==> src/rtl/spi_req_scheduler.sv <==
// Round-robin scheduler sharing one SPI master between NUM_REQ requesters; returns rx word and enforces CS gap.
// Latency: launch one cycle after arbitration; done pulse one cycle after spi_done; GAP_CYCLES idle before next arbitration.
// Backpressure: level req held until own done pulse; no new launch while busy. Optional macro: SPI_SCHED_TIMEOUT_EN.
module spi_req_scheduler #(
    parameter int NUM_REQ        = 4,
    parameter int DATA_W         = 16,
    parameter int GAP_CYCLES     = 4,
    parameter int TIMEOUT_CYCLES = 4096
) (
    input  logic                      clk,
    input  logic                      reset,
    input  logic [NUM_REQ-1:0]        req,
    input  logic [NUM_REQ*DATA_W-1:0] req_data,
    output logic [NUM_REQ-1:0]        grant,
    output logic [NUM_REQ-1:0]        done,
    output logic [DATA_W-1:0]         rx_data,
    output logic                      busy,
    output logic                      spi_start,
    output logic [DATA_W-1:0]         spi_tx_data,
    input  logic [DATA_W-1:0]         spi_rx_data,
    input  logic                      spi_done,
    output logic                      timeout_err
);

    localparam int IDX_W    = $clog2(NUM_REQ);
    localparam int GAP_W    = (GAP_CYCLES > 1) ? $clog2(GAP_CYCLES) : 1;
    localparam int GAP_LAST = (GAP_CYCLES > 0) ? GAP_CYCLES - 1 : 0;

    typedef enum logic [2:0] {
        S_IDLE,
        S_LAUNCH,
        S_WAIT,
        S_DONE,
        S_GAP
    } state_t;

    state_t               state_q;
    state_t               state_d;
    logic [IDX_W-1:0]     rr_ptr;
    logic [IDX_W-1:0]     winner;
    logic [IDX_W-1:0]     pick;
    logic [IDX_W-1:0]     pick_next;
    logic                 pick_vld;
    logic [DATA_W-1:0]    pick_dat;
    logic [GAP_W-1:0]     gap_cnt;
    logic                 to_hit;
    logic                 wait_end;

    // Round-robin pick: first requesting index at or after the pointer, wrapping.
    always_comb begin
        int idx;
        idx      = 0;
        pick     = '0;
        pick_vld = 1'b0;
        for (int k = 0; k < NUM_REQ; k++) begin
            idx = int'(rr_ptr) + k;
            if (idx >= NUM_REQ) begin
                idx = idx - NUM_REQ;
            end
            if (!pick_vld && req[IDX_W'(idx)]) begin
                pick_vld = 1'b1;
                pick     = IDX_W'(idx);
            end
        end
    end

    // Word of the winning requester and the pointer value that follows it.
    always_comb begin
        pick_dat = '0;
        for (int k = 0; k < NUM_REQ; k++) begin
            if (IDX_W'(k) == pick) begin
                pick_dat = req_data[k*DATA_W +: DATA_W];
            end
        end
        pick_next = (pick == IDX_W'(NUM_REQ - 1)) ? '0 : pick + 1'b1;
    end

    assign wait_end = spi_done | to_hit;

    // State register.
    always_ff @(posedge clk) begin
        if (reset) begin
            state_q <= S_IDLE;
        end else begin
            state_q <= state_d;
        end
    end

    // Next state and per-state outputs; grant spans launch through the done cycle.
    always_comb begin
        state_d   = state_q;
        grant     = '0;
        done      = '0;
        spi_start = 1'b0;
        busy      = (state_q != S_IDLE);
        case (state_q)
            S_IDLE: begin
                if (pick_vld) begin
                    state_d = S_LAUNCH;
                end
            end
            S_LAUNCH: begin
                spi_start     = 1'b1;
                grant[winner] = 1'b1;
                state_d       = S_WAIT;
            end
            S_WAIT: begin
                grant[winner] = 1'b1;
                if (wait_end) begin
                    state_d = S_DONE;
                end
            end
            S_DONE: begin
                grant[winner] = 1'b1;
                done[winner]  = 1'b1;
                state_d       = (GAP_CYCLES > 0) ? S_GAP : S_IDLE;
            end
            S_GAP: begin
                if (gap_cnt == GAP_W'(GAP_LAST)) begin
                    state_d = S_IDLE;
                end
            end
            default: begin
                state_d = S_IDLE;
            end
        endcase
    end

    // Datapath: winner/tx latch at arbitration, rx capture at completion, gap counter.
    always_ff @(posedge clk) begin
        if (reset) begin
            rr_ptr      <= '0;
            winner      <= '0;
            spi_tx_data <= '0;
            rx_data     <= '0;
            gap_cnt     <= '0;
        end else begin
            if (state_q == S_IDLE && pick_vld) begin
                winner      <= pick;
                spi_tx_data <= pick_dat;
                rr_ptr      <= pick_next;
            end
            // An aborted transfer returns zero rather than whatever the bus holds.
            if (state_q == S_WAIT && wait_end) begin
                rx_data <= spi_done ? spi_rx_data : '0;
            end
            if (state_q == S_DONE) begin
                gap_cnt <= '0;
            end else if (state_q == S_GAP) begin
                gap_cnt <= gap_cnt + 1'b1;
            end
        end
    end

`ifdef SPI_SCHED_TIMEOUT_EN
    localparam int TO_W = $clog2(TIMEOUT_CYCLES + 1);

    logic [TO_W-1:0] to_cnt;
    logic            to_flag;

    // A real spi_done in the limit cycle takes precedence over the abort.
    assign to_hit      = (state_q == S_WAIT) && (to_cnt == TO_W'(TIMEOUT_CYCLES - 1));
    assign timeout_err = (state_q == S_DONE) && to_flag;

    // Cycles spent in WAIT since launch, and whether the finished transfer was aborted.
    always_ff @(posedge clk) begin
        if (reset) begin
            to_cnt  <= '0;
            to_flag <= 1'b0;
        end else begin
            if (state_q == S_LAUNCH) begin
                to_cnt <= '0;
            end else if (state_q == S_WAIT) begin
                to_cnt <= to_cnt + 1'b1;
            end
            if (state_q == S_WAIT && wait_end) begin
                to_flag <= !spi_done;
            end
        end
    end
`else
    localparam int unused_timeout_cycles = TIMEOUT_CYCLES;

    assign to_hit      = 1'b0;
    assign timeout_err = 1'b0;
`endif

endmodule
==> config.mk <==
export PLATFORM = sky130hd
export DESIGN_NAME = spi_req_scheduler
export DESIGN_NICKNAME = d
export VERILOG_FILES = /design/src/rtl/spi_req_scheduler.sv
export SDC_FILE = /design/constraint.sdc
export NUM_CORES = 1
export LEC_CHECK = 0
export BUFFER_PORTS_ARGS = -buffer_cell sky130_fd_sc_hd__buf_2
export CORE_UTILIZATION = 35
export DETAILED_ROUTE_END_ITERATION = 8
export GPL_TIMING_DRIVEN = 0
export PLACE_DENSITY = 0.79
export SYNTH_ARGS = -nofsm -noshare
export SYNTH_HDL_FRONTEND = slang
export SYNTH_SLANG_ARGS = --single-unit
==> constraint.sdc <==
create_clock -name clk -period 2.6 [get_ports clk]
set_input_delay 0.13 -clock clk [delete_from_list [all_inputs] [get_ports clk]]
set_output_delay 0.13 -clock clk [all_outputs]
set_load 0.02 [all_outputs]
-- Yosys cells after proc, flatten, opt, wreduce, memory -nomap -nowiden
Index checks and enable logic that the tools add are counted.
- bits in writable memories: 0
- latch bits: 0
- flip-flop bits (word level): 41
- word-level logic and storage cells: 91
- bits in read-only memories: 0
- memories: 0
- muxes and demuxes: 39
- equality and inequality tests: 12
- multiply operators: 0
- order comparisons: 10
- shift operators: 0
- $add $sub $neg: 9
- bitwise logic cells: 0
- divide/modulo/power cells: 0
- reductions and logical operators: 15
- operators with widths (operator ; count):
    $mux 16 ; 5
    $mux 2 ; 9
    $lt 2x4->1 const B ; 4
    $pmux 3 s5 ; 1
    $mux 1 ; 14
    $ge 3x3->1 const B ; 3
    $mux 3 ; 3
    $bmux 1 s2 ; 4
    $mux 4 ; 2
    $sub 2x1->2 const B ; 4
    $add 2x2->3 const B ; 2
    $eq 3x2->1 const B ; 2
    $logic_and 1x1->1 ; 6
    $ne 2x2->1 const B ; 3
    $add 2x1->2 const B ; 2
    $eq 2x2->1 const A ; 2
    $eq 2x2->1 const B ; 2
    $add 2x1->3 const B ; 1
    $eq 3x1->1 const B ; 1
    $eq 3x3->1 const B ; 1
    $ge 2x3->1 const B ; 1
    $logic_not 1->1 ; 3
    $logic_not 3->1 ; 1
    $lt 2x3->1 const B ; 1
    other kinds (8) ; 8

-- Logic depth before layout (Yosys ltp)
Gate-level depths: netlist (run 1).
- word-level depth: 20
- depth in mapped cells: 12

-- Least setup slack after synthesis (run 1)
Ideal clock, no wire load.
- path type: register to register
- start: reg rr_ptr[1]
- end: reg spi_tx_data[15]
- arrival: 2.298 ns
- data required time: 2.468 ns
- period minus slack after synthesis: 2.430 ns
- path slack: 0.170 ns
- path buffers: 3
- stages on the path, launching flop included: 13
- path through: dfxtp_1 mux2i_1 nor2_1 or3_1 inv_1 ha_1 clkbuf_1 nor2b_1 clkbuf_1 buf_2 a221oi_1 o311a_1 nor3_1
- word-level cells in the longest chain between the ends: 20
- elaborated cells on any way between the ends: 50
- those cells by class: add/sub: 7; order compare: 4; eq/ne: 3; mux: 28; reduce/logical: 8
- ends and longest elaborated chain (element ; RTL line ; RTL):
    start, declared ; 39 ; logic [IDX_W-1:0] rr_ptr;
    start signal, assigned ; 141 ; rr_ptr <= pick_next;
    branches (longest 14 deep; another with $add 2x1->3) ; n/a ;
    $mux 2 * ; 60 ; if (!pick_vld && req[IDX_W'(idx)]) begin
    net pick[0] ; 41 ; logic [IDX_W-1:0] pick;
    $logic_not 2->1 ; 71 ; if (IDX_W'(k) == pick) begin
    $mux 16 (3 in series) ; 71 ;
    $mux 16 * ; 71 ;
    end signal, assigned ; 140 ; spi_tx_data <= pick_dat;
    end, declared ; 19 ; output logic [DATA_W-1:0] spi_tx_data,
Mark *: on every way through the listed nets, which the timed path passes. The select of a mux whose other input is x is not followed.
A chain may end at the register's enable or synchronous reset.

-- Final worst setup path (run 1)
- start: reg rr_ptr[1]
- end: reg spi_tx_data[5]
The elaborated chain is that of the path after synthesis.

==> results of run 1 <==
-- power by group through the flow --
| stage | clock network (uW) | registers [uW] | logic [uW] |
|---|---|---|---|
| final | 543 | 917 | 1860 |
| after global placement | 0 | 918 | 1720 |
| after CTS | 555 | 914 | 1790 |
| after global routing | 587 | 937 | 2040 |
| after detailed placement | 0 | 923 | 1750 |
| after floorplan | 0 | 1050 | 1120 |
-- per-stage QoR --
step / util, % / worst slack, ps
floorplan: - / 170
global placement: 48.9 / -256
detailed placement: 48.9 / -339
CTS: 51.2 / 14.5
global route: 52.3 / 6.58
finish: 52.3 / 100
-- per-layer routing --
metal  track usage (%)  part of all wire, %
met5                 0                    0
met4              6.79                 0.45
met3              4.49                  7.2
met2              37.4                   50
met1              24.2                   42
-- critical path, cell delays in order, from the launching register on --
cell and delay (ps):
dfxtp_4 390, mux2i_1 190, nor2_1 90, or3_4 400, inv_2 100, ha_4 200, nor2b_1 60, clkbuf_2 170
buf_4 220, a221oi_1 280, o311a_1 210, nor3_1 50
-- logic make-up after synthesis --
| group | count (synthesis) | share of synthesized area, % |
|---|---|---|
| fa+ha+maj | 5 | 2.87 |
| compound gates | 65 | 22.9 |
| simple gates | 139 | 29.8 |
| flops | 41 | 37.6 |
| other cells | 1 | 0.172 |
| mux | 1 | 0.459 |
| buf+inv | 31 | 5.74 |
| xor+xnor | 1 | 0.402 |
-- final cells by class --
| class | instances | area share, % |
|---|---|---|
| Sequential cell | 41 | 26.5 |
| Inverter | 4 | 0.482 |
| Tap cell | 75 | 3.01 |
| Clock buffer | 6 | 2.65 |
| Timing Repair Buffer | 127 | 20.4 |
| Multi-Input combinational cell | 212 | 42.1 |
| Buffer | 26 | 3.69 |
| Clock inverter | 2 | 1.20 |
-- placed cells by master, fill, tap and decap left out, types with 2 or more instances in the layout --
| master | n |
|---|---|
| a211oi_1 | 2 |
| a21oi_1 | 22 |
| a221oi_1 | 8 |
| a221oi_2 | 8 |
| buf_2 | 130 |
| buf_4 | 2 |
| clkbuf_1 | 15 |
| clkbuf_2 | 5 |
| clkbuf_8 | 6 |
| dfxtp_1 | 40 |
| ha_1 | 4 |
| inv_1 | 3 |
| nand2_1 | 56 |
| nand2b_1 | 2 |
| nand3_1 | 2 |
| nor2_1 | 25 |
| nor2b_1 | 19 |
| nor3_1 | 22 |
| nor4_1 | 4 |
| o311a_1 | 16 |
| o31ai_1 | 2 |
| or3_1 | 2 |
-- cells in the mapped netlist (3+ instances only) --
master / number / area [um^2]
clkbuf_1: 21 / 78.8
nand2_1: 56 / 210
o311a_1: 16 / 160
nor3_1: 22 / 110
ha_1: 5 / 62.6
inv_1: 4 / 15.0
nor2_1: 25 / 93.8
buf_2: 4 / 20.0
nor2b_1: 19 / 119
dfxtp_1: 41 / 821
a221oi_1: 16 / 140
or3_1: 3 / 18.8
a21oi_1: 23 / 115
nor4_1: 4 / 25.0
-- registers in the layout, summed over array words and instances (netlist names) --
register     flops
spi_tx_data     16
rx_data         16
rr_ptr           2
state_q          3
winner           2
gap_cnt          2
-- path summary, 6_finish.rpt --
check | from | end | slack [ps] | cells after the start
min reg2reg | rx_data[4]$_SDFFE_PP0P_ | rx_data[4]$_SDFFE_PP0P_ | 450 | 2
max reg2reg | rr_ptr[1]$_SDFFE_PP0P_ | spi_tx_data[5]$_SDFFE_PP0P_ | 100 | 11
min | spi_rx_data[12] | rx_data[12]$_SDFFE_PP0P_ | 70 | 3
max | rr_ptr[1]$_SDFFE_PP0P_ | spi_tx_data[5]$_SDFFE_PP0P_ | 100 | 11
-- repair_timing --
action | CTS | global route
resized for setup | 8 | 16
setup endpoints to repair | 16 | 15
hold endpoints to repair | 0 | 0
==> flow_metrics.py, run 1 <==
metrics = {
    "status": {
        "status": "finished, final reports clean",
    },
    "timing": {
        "rsz0062_at_grt": "no",
        "finalSetupViolCount": 0,
        "fmax_mhz": 400,
        "period_share_pct": 96.1,
        "finalCriticalPeriod_ps": 2500,
        "setup_tns_ps": 0,
        "hold_slack_ps": 74.0,
        "finClkSkew_ps": 8.92,
        "slew_headroom_pct": 53.3,
        "finalHoldViolations": 0,
        "slew_violations": 0,
        "worst_slew_pin_slew_ps": 700,
    },
    "setup_path": {
        "worst_setup_path_start_kind": "flip-flop",
        "worst-path-max-fanout": 10,
        "cp-end-kind": "flip-flop",
        "path_class": "reg2reg",
        "crit_required_ps": 2750,
        "arrival_ps": 2650,
    },
    "floorplanning": {
        "ios": 130,
        "rows": 28,
        "die_width_um": 80.9,
        "core_mm2": 0.00596,
        "die-area_mm2": 0.00655,
        "fp.dieH_um": 80.9,
        "start_util_pct": 36.6,
    },
    "flow_run": {
        "cap_violations": 0,
    },
    "cells_and_area": {
        "drive_gt1_share_pct": 38.8,
        "antenna_cells": 0,
        "final_nets": 509,
        "multiInputGateArea_mm2": 0.00131,
        "syn_to_final_growth_pct": 42.9,
        "fin_area_mm2": 0.00312,
        "n_fill_cell": 586,
        "final_cells": 493,
        "register_area_um2": 825,
    },
    "power_and_ir_drop": {
        "p_seq_share_pct": 27.6,
        "p_total_uw": 3320,
        "peakVddDrop_v": 0.000566,
        "p_sw_uw": 1450,
        "comb_power_share_pct": 56.0,
        "p_int_uw": 1870,
        "power_frac_clock_pct": 16.4,
        "power.leakage_uw": 0.00143,
        "swShare_pct": 43.8,
        "p_per_area_mw_per_mm2": 1060,
    },
    "placement": {
        "gp_congestion": 0.804,
        "portBuffers": 127,
        "place_area_mm2": 0.00291,
        "dpl.hpwl_um": 5040,
        "dp_cells": 486,
    },
    "clock_tree": {
        "cts_tree": "built",
        "cts_setup_buffers": 0,
        "clk_pin_slew_ps": 90,
        "clock_sinks": 41,
        "cts_root_buf": "clkbuf_8",
        "cts_hold_buffers": 0,
        "cts.path.max_buffers": 2,
        "htreeDepth": 2,
        "cts_made_buffers": 5,
        "clock_latency_ps": 290,
    },
    "yosys": {
        "syn_nets": 376,
        "synth_warnings": 0,
        "synth_area_mm2": 0.00218,
        "ys.flop_type": "dfxtp_1",
        "seq_area_frac_synth_pct": 37.6,
        "synth_cells": 284,
        "ys_ff_latch": 41,
        "synthDistinctLibCells": 35,
        "async_reset_ff_share_pct": 0,
        "synth_edf_count": 0,
        "avgSynthCellArea_um2": 7.68,
    },
    "routing": {
        "routed_wl_um": 6880,
        "wl_per_cell_um": 14.0,
        "viasPerCell": 5.24,
        "first_iter_violations": 75,
        "num_vias": 2585,
        "drc": 0,
        "dr.pass1.iters": 4,
        "ant_nets": 0,
    },
    "global_routing": {
        "grt_usage_pct": 20.8,
        "grt_antenna_before_repair": 0,
        "grt-ovfl-total": 0,
        "grt_pass1_wl_um": 10500,
        "grt_pass1_vias": 2337,
        "grt_max_degree": 14,
    },
    "worst_hold_path": {
        "hp-class": "in2reg",
    },
}
Power figures use the tool's default switching activity.
==> run 2: changes to the inputs <==
- CORE_UTILIZATION: 35 -> 40
- CTS_BUF_LIST: default -> sky130_fd_sc_hd__clkbuf_8
- PLACE_DENSITY: 0.79 -> 0.88
==> run 2 against run 1 <==
Via count increased by 0.12%. Clock skew down 5.4 ps. Hold slack is essentially flat. Sequential power is essentially flat. Maximum frequency increased by 2.0%. Core utilization rose by 7.6 points. Critical path type unchanged.
==> flow_metrics.py, run 2 (synthesis results as in run 1) <==
metrics = {
    "global_routing": {
        "grt_antenna_before_repair": 0,
        "grt_pass1_vias": 2238,
        "grt_max_degree": 13,
        "grt_usage_pct": 22.9,
        "grt-ovfl-total": 0,
        "grt_pass1_wl_um": 9880,
    },
    "worst_hold_path": {
        "hp-start": "spi_rx_data[14]",
        "hp-class": "in2reg",
        "whs_path_depth": 3,
        "holdPathEnd": "rx_data[14]$_SDFFE_PP0P_",
    },
    "timing": {
        "hold_slack_ps": 74.1,
        "finalSetupViolCount": 0,
        "period_share_pct": 94.3,
        "worst_slew_pin_slew_ps": 520,
        "finClkSkew_ps": 3.55,
        "fmax_mhz": 408,
        "rsz0062_at_grt": "yes",
        "finalHoldViolations": 0,
        "slew_headroom_pct": 65.3,
        "finalCriticalPeriod_ps": 2450,
        "slew_violations": 0,
    },
    "routing": {
        "first_iter_violations": 130,
        "dr.pass1.iters": 4,
        "num_vias": 2588,
        "viasPerCell": 5.30,
        "ant_nets": 0,
        "routed_wl_um": 6820,
        "wl_per_cell_um": 14.0,
        "drc": 0,
    },
    "floorplanning": {
        "fp.dieH_um": 75.8,
        "ios": 130,
        "start_util_pct": 42.2,
        "die_width_um": 75.8,
        "core_mm2": 0.00517,
        "die-area_mm2": 0.00575,
        "rows": 26,
    },
    "setup_path": {
        "slowest_stage": "or3_4",
        "max_stage_delay_ps": 400,
        "worst-path-max-fanout": 10,
        "arrival_ps": 2610,
        "cp-end-kind": "flip-flop",
        "reg2reg_to": "spi_tx_data[6]$_SDFFE_PP0P_",
        "worst_setup_path_start_kind": "flip-flop",
        "path_class": "reg2reg",
        "ff2ff_path_depth": 11,
        "cp_top_family": "simple AND/OR/NAND/NOR gates",
        "crit_required_ps": 2760,
        "cp_cell_sequence": "mux2i_1 -> nor2_1 -> or3_4 -> inv_2 -> ha_4 -> nor2b_1 -> clkbuf_2 -> buf_4 -> a221oi_1 -> o311a_1 -> nor3_1",
        "r2r_start": "rr_ptr[1]$_SDFFE_PP0P_",
        "r2r_slack_ps": 150,
        "crit_buf_inv": 3,
    },
    "cells_and_area": {
        "syn_to_final_growth_pct": 42.1,
        "drive_gt1_share_pct": 38.8,
        "top_regs": "rx_data: 16 flops, spi_tx_data: 16 flops, state_q: 3 flops",
        "final_nets": 509,
        "final_cell_mix": "buf_2 (130), nand2_1 (56), dfxtp_1 (40)",
        "antenna_cells": 0,
        "final_cells": 488,
        "final_common_cell": "buf_2",
    },
    "clock_tree": {
        "cts.path.max_buffers": 2,
        "clock_sinks": 41,
        "cts_tree": "built",
        "cts_setup_buffers": 0,
        "htreeDepth": 2,
        "clk_pin_slew_ps": 80,
        "clock_latency_ps": 290,
        "cts_hold_buffers": 0,
        "cts_root_buf": "clkbuf_8",
        "cts_made_buffers": 5,
    },
    "power_and_ir_drop": {
        "power.leakage_uw": 0.00143,
        "p_per_area_mw_per_mm2": 1050,
        "peakVddDrop_v": 0.000663,
    },
    "status": {
        "status": "finished, final reports clean",
    },
    "placement": {
        "gp_congestion": 0.798,
        "dp_cells": 481,
        "dpl.hpwl_um": 5070,
        "portBuffers": 127,
    },
    "flow_run": {
        "cap_violations": 0,
    },
}
-- run 2: cell count changes in the layout (fill, tap and decap cells not counted), sizes merged --
cell and change:
clkinv +1, clkinvlp -1, clkbuf +1, bufinv -1
-- run 2: worst max path at each step --
stage	startpoint	slack [ps]	to	depth (start not counted)
2_1_floorplan	rr_ptr[1]$_SDFFE_PP0P_	170	spi_tx_data[15]$_SDFFE_PP0P_	12
4_1_cts	rr_ptr[1]$_SDFFE_PP0P_	20	spi_tx_data[5]$_SDFFE_PP0P_	11
6_report	rr_ptr[1]$_SDFFE_PP0P_	150	spi_tx_data[6]$_SDFFE_PP0P_	11
5_1_grt	rr_ptr[1]$_SDFFE_PP0P_	-10	spi_tx_data[3]$_SDFFE_PP0P_	11
3_5_place_dp	rr_ptr[1]$_SDFFE_PP0P_	-310	spi_tx_data[5]$_SDFFE_PP0P_	12
3_3_place_gp	rr_ptr[1]$_SDFFE_PP0P_	-260	spi_tx_data[9]$_SDFFE_PP0P_	12
-- run 2: worst min-delay path, cell delays in order --
cell and delay [ps]:
buf_2 90, nand2_1 50, a21oi_1 50
-- run 2: per-layer routing --
layer	vias to the layer above	GRT usage [%]	part of all wire, %	wire length (um)
li1	1283	-	-	-
met1	1182	25.8	42	2840
met2	112	42.7	51	3490
met3	11	4.63	5.7	391
met4	0	7.20	1.6	106
met5	-	0	0	0
-- run 2: area by class of cell --
type | count | area (um^2)
buffer | 26 | 115
clock buffer | 7 | 96.3
clock inverter | 1 | 5.00
fill | 479 | 2070
inverter | 4 | 15.0
multi-input combinational | 212 | 1320
sequential | 41 | 825
tap | 70 | 87.6
timing repair buffer | 127 | 636
-- run 2: per-stage QoR --
stage                     worst slack, ps  total power (uW)  cell area, um^2  utilization (%)  setup TNS (ps)
final                                 148              3260             3100             59.9               0
after global routing                -9.76              3500             3100             59.9           -17.9
after CTS                            23.4              3160             3030             58.5               0
after detailed placement             -311              2670             2900             56.1           -2900
after global placement               -258              2630             2900             56.1           -1960
after floorplan                       170              2170             2180                -               0
-- run 2: where the power goes --
group	internal (uW)	total, uW	switching [uW]
combinational	756	1880	1130
sequential	802	918	116
clock	240	460	220
total	1800	3260	1460
-- run 2: what timing repair did --
| item | CTS | global route |
|---|---|---|
| cloned | 0 | 0 |
| gates resized for setup | 7 | 19 |
| endpoints found under the setup margin | 16 | 11 |
